--- src/rtl/mem_unit_pkg.sv ---
`default_nettype none
// ============================================================================
// Module   : mem_unit_pkg
// Purpose  : Shared definitions for the processor data memory: controller
//            state encoding, default CPU word/address widths and the width
//            of the wait-state counter.
// Revision : 1.0 - initial release
// ============================================================================
package mem_unit_pkg;

  // Controller states: power-up clear sweep, waiting for a request, access in flight
  typedef enum logic [1:0] {
    ST_CLEAR  = 2'd0,
    ST_IDLE   = 2'd1,
    ST_ACCESS = 2'd2
  } state_t;

  // Word and address widths of the 8-bit CPU datapath
  localparam int CPU_DATA_WIDTH = 8;
  localparam int CPU_ADDR_WIDTH = 8;

  // Wait counter holds 0..15 extra access cycles
  localparam int WAIT_CNT_WIDTH = 4;

endpackage
`default_nettype wire

--- src/rtl/mem_array.sv ---
`default_nettype none
// ============================================================================
// Module   : mem_array
// Purpose  : DEPTH x DATA_WIDTH storage, one write port and one registered
//            read port. Addresses at or beyond DEPTH are never written and
//            read back as zero.
// Revision : 1.0 - initial release
// ============================================================================
module mem_array
  import mem_unit_pkg::*;
#(
  parameter int DATA_WIDTH = CPU_DATA_WIDTH,
  parameter int ADDR_WIDTH = CPU_ADDR_WIDTH,
  parameter int DEPTH      = 256
) (
  input  logic                  clk,
  input  logic                  we,
  input  logic [ADDR_WIDTH-1:0] waddr,
  input  logic [DATA_WIDTH-1:0] wdata,
  input  logic [ADDR_WIDTH-1:0] raddr,
  output logic [DATA_WIDTH-1:0] rdata
);

  localparam int                IDX_WIDTH = (DEPTH > 1) ? $clog2(DEPTH) : 1;
  localparam logic [ADDR_WIDTH:0] DEPTH_EXT = (ADDR_WIDTH + 1)'(DEPTH);

  logic [DATA_WIDTH-1:0] mem [DEPTH];

  logic                 w_in_range;
  logic                 r_in_range;
  logic [IDX_WIDTH-1:0] w_idx;
  logic [IDX_WIDTH-1:0] r_idx;

  // Range checks are done on a zero-extended address so that a full
  // 2^ADDR_WIDTH array compares without overflow.
  assign w_in_range = {1'b0, waddr} < DEPTH_EXT;
  assign r_in_range = {1'b0, raddr} < DEPTH_EXT;
  assign w_idx      = waddr[IDX_WIDTH-1:0];
  assign r_idx      = raddr[IDX_WIDTH-1:0];

  // Single write port; out-of-range writes are dropped
  always_ff @(posedge clk) begin
    if (we && w_in_range) begin
      mem[w_idx] <= wdata;
    end
  end

  // Registered read of the presented address every cycle
  always_ff @(posedge clk) begin
    rdata <= r_in_range ? mem[r_idx] : '0;
  end

endmodule
`default_nettype wire

--- src/rtl/mem_unit.sv ---
`default_nettype none
// ============================================================================
// Module   : mem_unit
// Purpose  : Parametrised single-port data memory for the 8-bit CPU with a
//            post-reset clear sweep, programmable wait states and a
//            ready-based request handshake.
// Revision : 1.0 - initial release
// ============================================================================
module mem_unit
  import mem_unit_pkg::*;
#(
  parameter int DATA_WIDTH  = CPU_DATA_WIDTH,
  parameter int ADDR_WIDTH  = CPU_ADDR_WIDTH,
  parameter int DEPTH       = 256,
  parameter int WAIT_STATES = 1
) (
  input  logic                  clk,
  input  logic                  reset,
  input  logic [ADDR_WIDTH-1:0] address,
  input  logic [DATA_WIDTH-1:0] dataIn,
  input  logic                  memRead,
  input  logic                  memWrite,
  output logic [DATA_WIDTH-1:0] dataOut,
  output logic                  dataValid,
  output logic                  ready,
  output logic                  busy,
  output logic                  addrError
);

  localparam logic [ADDR_WIDTH-1:0]     LAST_PTR  = ADDR_WIDTH'(DEPTH - 1);
  localparam logic [ADDR_WIDTH:0]       DEPTH_EXT = (ADDR_WIDTH + 1)'(DEPTH);
  localparam logic [WAIT_CNT_WIDTH-1:0] WAIT_LOAD = WAIT_CNT_WIDTH'(WAIT_STATES);

  state_t                    state;
  logic [ADDR_WIDTH-1:0]     clr_ptr;
  logic [ADDR_WIDTH-1:0]     addr_q;
  logic [DATA_WIDTH-1:0]     data_q;
  logic                      write_q;
  logic [WAIT_CNT_WIDTH-1:0] wait_cnt;

  logic                  addr_ok;
  logic                  finish;
  logic                  commit;
  logic                  arr_we;
  logic [ADDR_WIDTH-1:0] arr_waddr;
  logic [DATA_WIDTH-1:0] arr_wdata;
  logic [ADDR_WIDTH-1:0] arr_raddr;
  logic [DATA_WIDTH-1:0] arr_rdata;

  assign addr_ok = {1'b0, addr_q} < DEPTH_EXT;
  assign finish  = (state == ST_ACCESS) && (wait_cnt == '0);
  assign commit  = finish && write_q && addr_ok;

  // The write port is shared by the clear sweep and committed stores.
  // Reset gates it so an access interrupted by reset never lands.
  assign arr_we    = !reset && ((state == ST_CLEAR) || commit);
  assign arr_waddr = (state == ST_CLEAR) ? clr_ptr : addr_q;
  assign arr_wdata = (state == ST_CLEAR) ? '0 : data_q;

  // The read is launched from the live address on the accept edge, so even
  // a zero-wait access has its word ready by the completion edge. Nothing
  // else writes the array during an access, so the early read returns the
  // word as stored at completion.
  assign arr_raddr = (state == ST_IDLE) ? address : addr_q;

  mem_array #(
    .DATA_WIDTH (DATA_WIDTH),
    .ADDR_WIDTH (ADDR_WIDTH),
    .DEPTH      (DEPTH)
  ) u_mem_array (
    .clk   (clk),
    .we    (arr_we),
    .waddr (arr_waddr),
    .wdata (arr_wdata),
    .raddr (arr_raddr),
    .rdata (arr_rdata)
  );

  // Controller FSM: clear sweep, request accept, wait countdown, completion
  always_ff @(posedge clk) begin
    if (reset) begin
      state     <= ST_CLEAR;
      clr_ptr   <= '0;
      addr_q    <= '0;
      data_q    <= '0;
      write_q   <= 1'b0;
      wait_cnt  <= '0;
      dataOut   <= '0;
      dataValid <= 1'b0;
      ready     <= 1'b0;
      busy      <= 1'b1;
      addrError <= 1'b0;
    end else begin
      dataValid <= 1'b0;
      addrError <= 1'b0;
      case (state)
        ST_CLEAR: begin
          if (clr_ptr == LAST_PTR) begin
            clr_ptr <= '0;
            state   <= ST_IDLE;
            ready   <= 1'b1;
            busy    <= 1'b0;
          end else begin
            clr_ptr <= clr_ptr + 1'b1;
          end
        end
        ST_IDLE: begin
          if (memRead || memWrite) begin
            addr_q   <= address;
            data_q   <= dataIn;
            write_q  <= memWrite;   // a simultaneous read is dropped
            wait_cnt <= WAIT_LOAD;
            state    <= ST_ACCESS;
            ready    <= 1'b0;
          end
        end
        ST_ACCESS: begin
          if (wait_cnt != '0) begin
            wait_cnt <= wait_cnt - 1'b1;
          end else begin
            state <= ST_IDLE;
            ready <= 1'b1;
            if (!addr_ok) begin
              addrError <= 1'b1;
            end
            if (!write_q) begin
              dataOut   <= addr_ok ? arr_rdata : '0;
              dataValid <= 1'b1;
            end
          end
        end
        default: begin
          state <= ST_CLEAR;
          busy  <= 1'b1;
          ready <= 1'b0;
        end
      endcase
    end
  end

endmodule
`default_nettype wire
--- config.mk ---
export PLATFORM = sky130hd
export DESIGN_NAME = mem_unit
export DESIGN_NICKNAME = d
export VERILOG_FILES = /design/src/rtl/mem_unit_pkg.sv /design/src/rtl/mem_array.sv /design/src/rtl/mem_unit.sv
export SDC_FILE = /design/constraint.sdc
export NUM_CORES = 2
export LEC_CHECK = 0
export ABC_AREA = 1
export ABC_CLOCK_PERIOD_IN_PS = 17550
export BUFFER_PORTS_ARGS = -buffer_cell sky130_fd_sc_hd__clkbuf_2
export CORE_MARGIN = 2
export CORE_UTILIZATION = 59
export CTS_CLUSTER_SIZE = 30
export DETAILED_ROUTE_END_ITERATION = 16
export GPL_TIMING_DRIVEN = 1
export PLACE_DENSITY = 0.73
export SYNTH_ARGS = -nofsm -noshare
export SYNTH_HDL_FRONTEND = slang
export SYNTH_SLANG_ARGS = --single-unit
--- constraint.sdc ---
create_clock -name clk -period 17.55 [get_ports clk]
set_input_delay 1.755 -clock clk [delete_from_list [all_inputs] [get_ports clk]]
set_output_delay 1.755 -clock clk [all_outputs]
set_load 0.02 [all_outputs]
==> summary.md <==
| Metric | Value |
|---|---|
| Status | `completed` |
| H-tree levels | `4` |
| Routed vias/inst | `about 5.8` |
| Final net count | `roughly 8,600` |
| LEAKAGE | `roughly 40 nW` |
| Crit path max fanout | `around 230` |
| Root buf cell | `clkbuf_16` |
| Ranking of synthesized cells by area | `edfxtp_1, nand3_1, nand2_1` |
| Largest net degree at the start of global routing | `between 200 and 250` |
| Crit path depth | `15` |
| Final Setup Violations | `0` |
| Mapped Area | `between 90,000 and 100,000 um^2` |
| CP delay by family, top | `buffers and inverters` |
| Worst path bufs/invs | `4` |
| Clk sinks | `roughly 2,100` |
| Post-route ant nets | `0` |
| Min-delay worst type | `register to register` |
| Initial drt markers | `8,474` |
| Vias | `approximately 63,000` |
| Starting Density | `between 50% and 60%` |
| Register-to-register setup slack | `approximately 11 ns` |
| Yosys top cell area share | `roughly 68%` |
| Worst EP required | `18.27 ns` |
| CTS tree | `done` |
| Setup_tns | `0 ns` |
| Layout area overhead | `8.55%` |
| TritonCTS buffer count | `~210` |
| Crit. Startpoint | `address[0]` |
| Overall routed net length | `between 200,000 and 250,000 um` |
| Cell area power density | `152 nW/um^2` |
| Critical path arrival | `just under 7 ns` |
| Worst-path clk slew | `roughly 0.060 ns` |
| Final Critical Period | `between 6 and 7 ns` |
| Multi-input gate area | `around 21,000 um^2` |
| Wire per inst | `roughly 23 um` |
| R2r worst-path depth | `17` |
| Row cnt | `around 140` |
| Sequential element share of the synthesized area | `between 60 and 70%` |
| Hold depth | `2` |
| FF-to-FF End | `u_mem_array.rdata[5]$_DFF_P_` |
| Longest Clk Path Bufs | `3` |
| DIE WIDTH | `about 400 um` |
| Die Y | `approximately 400 um` |
| Worst-margin pin slew | `between 1 and 1.5 ns` |
| Crit Path Category | `primary input to register` |
| Unique cell type count in the Yosys netlist | `32` |
| Final setup margin | `between 10 and 15 ns` |
| Vias in the first global route | `between 60,000 and 70,000` |
| VDD IR-drop max | `0.192 mV` |
| Drc violations | `0` |
| GPL Wtd Cong | `~0.93` |
| Post-CTS setup buffers | `0` |
| Die area | `157,000 um^2` |
| Io pins | `32` |
| Max stage delay cell, worst path | `buf_4` |
| Type of origin of the critical path | `primary input` |
| Synth Register Bits | `roughly 2,100` |
| Relative slew slack | `10.7%` |
| Gr usage total | `a little under a third` |
| Cts repair resizes | `0` |
| Warnings, synthesis | `0` |
| Skew-Pair Late Insertion Delay | `0.85 ns` |
| Crit path capture | `u_mem_array.rdata[5]$_DFF_P_` |
| Register area | `62,500 um^2` |
| Crit end category | `register` |
| Core footprint | `between 150,000 and 200,000 um^2` |
| First-pass GRT wire length | `367,000 um` |
| Final Hold Fails | `0` |
| Crit-path cells | `clkbuf_2 > nand2_8 > nand2_8 > buf_4 > buf_12 > buf_4 > o21ai_0 > nand2_1 > nand3_1 > nand3_1 > nand3_1 > nand3_1 > nand3_1 > nand3_1 > nand2_1` |
| Maxcap violations | `0` |
| Filler cells | `11,666` |
| Dpl hpwl | `132,000 um` |
| Fin. max-slew vios | `0` |
| Origin of the critical flop-to-flop path | `state[1]$_SDFFE_PP0P_` |
| Post-synth top area cell | `edfxtp_1` |
| Max stage delay on crit path | `0.87 ns` |
| RSZ-0062 raised after global routing | `false` |
| Syn avg cell area | `10.4 um^2` |
| Pre-CTS setup slack | `approximately 11 ns` |
| Syn Nets | `roughly 8,800` |
| Tcrit/Tclk final | `between 30% and 40%` |
| F_max | `around 160 MHz` |
| Hold_buf cts | `0` |
| Mapped Cells | `between 8,000 and 9,000` |
| Initial antenna violation count | `9` |
| GR Overflow Total | `0` |
| Port Buffer Count | `30` |
| Inst Count DP | `around 10,000` |
| Worst path most repeated cell | `nand3_1` |
| Final Skew | `between 0.03 and 0.04 ns` |
| Share of cells above drive strength 1 | `under 10%` |
| DR pass1 iterations | `6` |
| Fin cells | `between 10,000 and 15,000` |
==> sequential cells by signal (all words and copies together) (netlist names) <==
register / count
wait_cnt: 4
addr_q: 8
busy: 1
u_mem_array.mem: 2048
data_q: 8
dataValid: 1
state: 2
u_mem_array.rdata: 8
dataOut: 8
clr_ptr: 8
write_q: 1
==> worst min path at each step <==
stage	end	start	slack (ns)
finish	dataOut[7]$_SDFFE_PP0P_	dataOut[7]$_SDFFE_PP0P_	0.46
global route	dataOut[4]$_SDFFE_PP0P_	dataOut[4]$_SDFFE_PP0P_	0.49
CTS	dataOut[7]$_SDFFE_PP0P_	dataOut[7]$_SDFFE_PP0P_	0.46
detailed placement	dataOut[7]$_SDFFE_PP0P_	dataOut[7]$_SDFFE_PP0P_	0.46
global placement	wait_cnt[0]$_SDFFE_PP0P_	wait_cnt[0]$_SDFFE_PP0P_	0.45
floorplan	data_q[0]$_SDFFE_PP0P_	data_q[0]$_SDFFE_PP0P_	0.43
==> area by class of cell <==
cell class / count / area share (%)
flip-flops and latches: 2097 / 63.2
multi-input cells: 4725 / 21.1
inverters: 1471 / 5.60
clock buffers: 248 / 5.48
well taps: 2044 / 2.59
clock inverters: 132 / 1.06
repair buffers: 102 / 0.914
diodes: 1 / 0.00253
==> synthesized netlist by cell type <==
cell         n
nand2_4      3
nor2_4       1
buf_1       40
o21ai_0    109
clkinv_1     1
nor2_1     314
buf_4       14
o211ai_1    64
dfxtp_1     49
nand2_1   2353
nor3_1       5
a21oi_1     24
conb_1       1
o21ai_1      4
buf_2      328
o21ai_2      1
a31oi_1      1
ha_1         5
nand2_2      3
nand4_1      2
and3_1       1
buf_6        2
inv_4        1
inv_1     1468
nand3_1   1774
edfxtp_1  2048
clkbuf_1   115
o221a_2      1
nand3b_1    47
inv_2        1
xor2_1       4
a211oi_1     8
==> routing by layer <==
metal,global-route usage [%],up-vias,wire length [um]
met4,14.9,24,12800
met1,41.2,30051,91700
li1,-,28517,-
met2,49.0,3531,114000
met5,0,-,147
met3,6.74,680,27200
==> power by group <==
group          leakage [nW]  internal, mW  switching [mW]
sequential             19.4          5.71          0.0645
clock                  3.18          2.40            1.88
combinational          17.5          1.19            3.73
==> kinds of logic after synthesis <==
logic type,after synthesis,share of synthesized area (%)
buf+inv,1970,8.65
simple gates,4503,21.2
flops,2097,68.6
fa+ha+maj,5,0.0687
xor+xnor,4,0.0385
other cells,1,0.00412
compound gates,212,1.38
==> per-stage QoR <==
step                      hold slack (ns)  total power [mW]  util, %  instance area (um^2)
final                               0.462              15.0     64.3                 98800
after global routing                0.488              15.5     64.3                 98800
after CTS                           0.464              14.9     64.3                 98800
after detailed placement            0.457              10.7     60.1                 92400
after global placement              0.449              10.6     60.1                 92400
after floorplan                     0.430              9.05        -                 91100
==> tightest hold or removal path: cells and delay by family (launching register included) <==
kind            cells  cell delay (ns)
compound gates      1             0.05
flops               1             0.31
simple gates        1             0.06
==> cell usage in the layout (no fill, tap or decap), types with 8 or more instances in the layout <==
master	count
nand2_1	2337
edfxtp_1	2048
nand3_1	1774
inv_1	1465
nor2_1	306
clkbuf_16	211
o21ai_0	107
clkinv_1	66
o211ai_1	64
buf_4	55
dfxtp_1	49
nand3b_1	47
clkinv_2	41
clkbuf_1	37
clkbuf_2	30
a21oi_1	23
nand2_2	18
buf_12	17
bufinv_16	14
nor2_4	9
a211oi_1	8
Power figures use the tool's default switching activity.
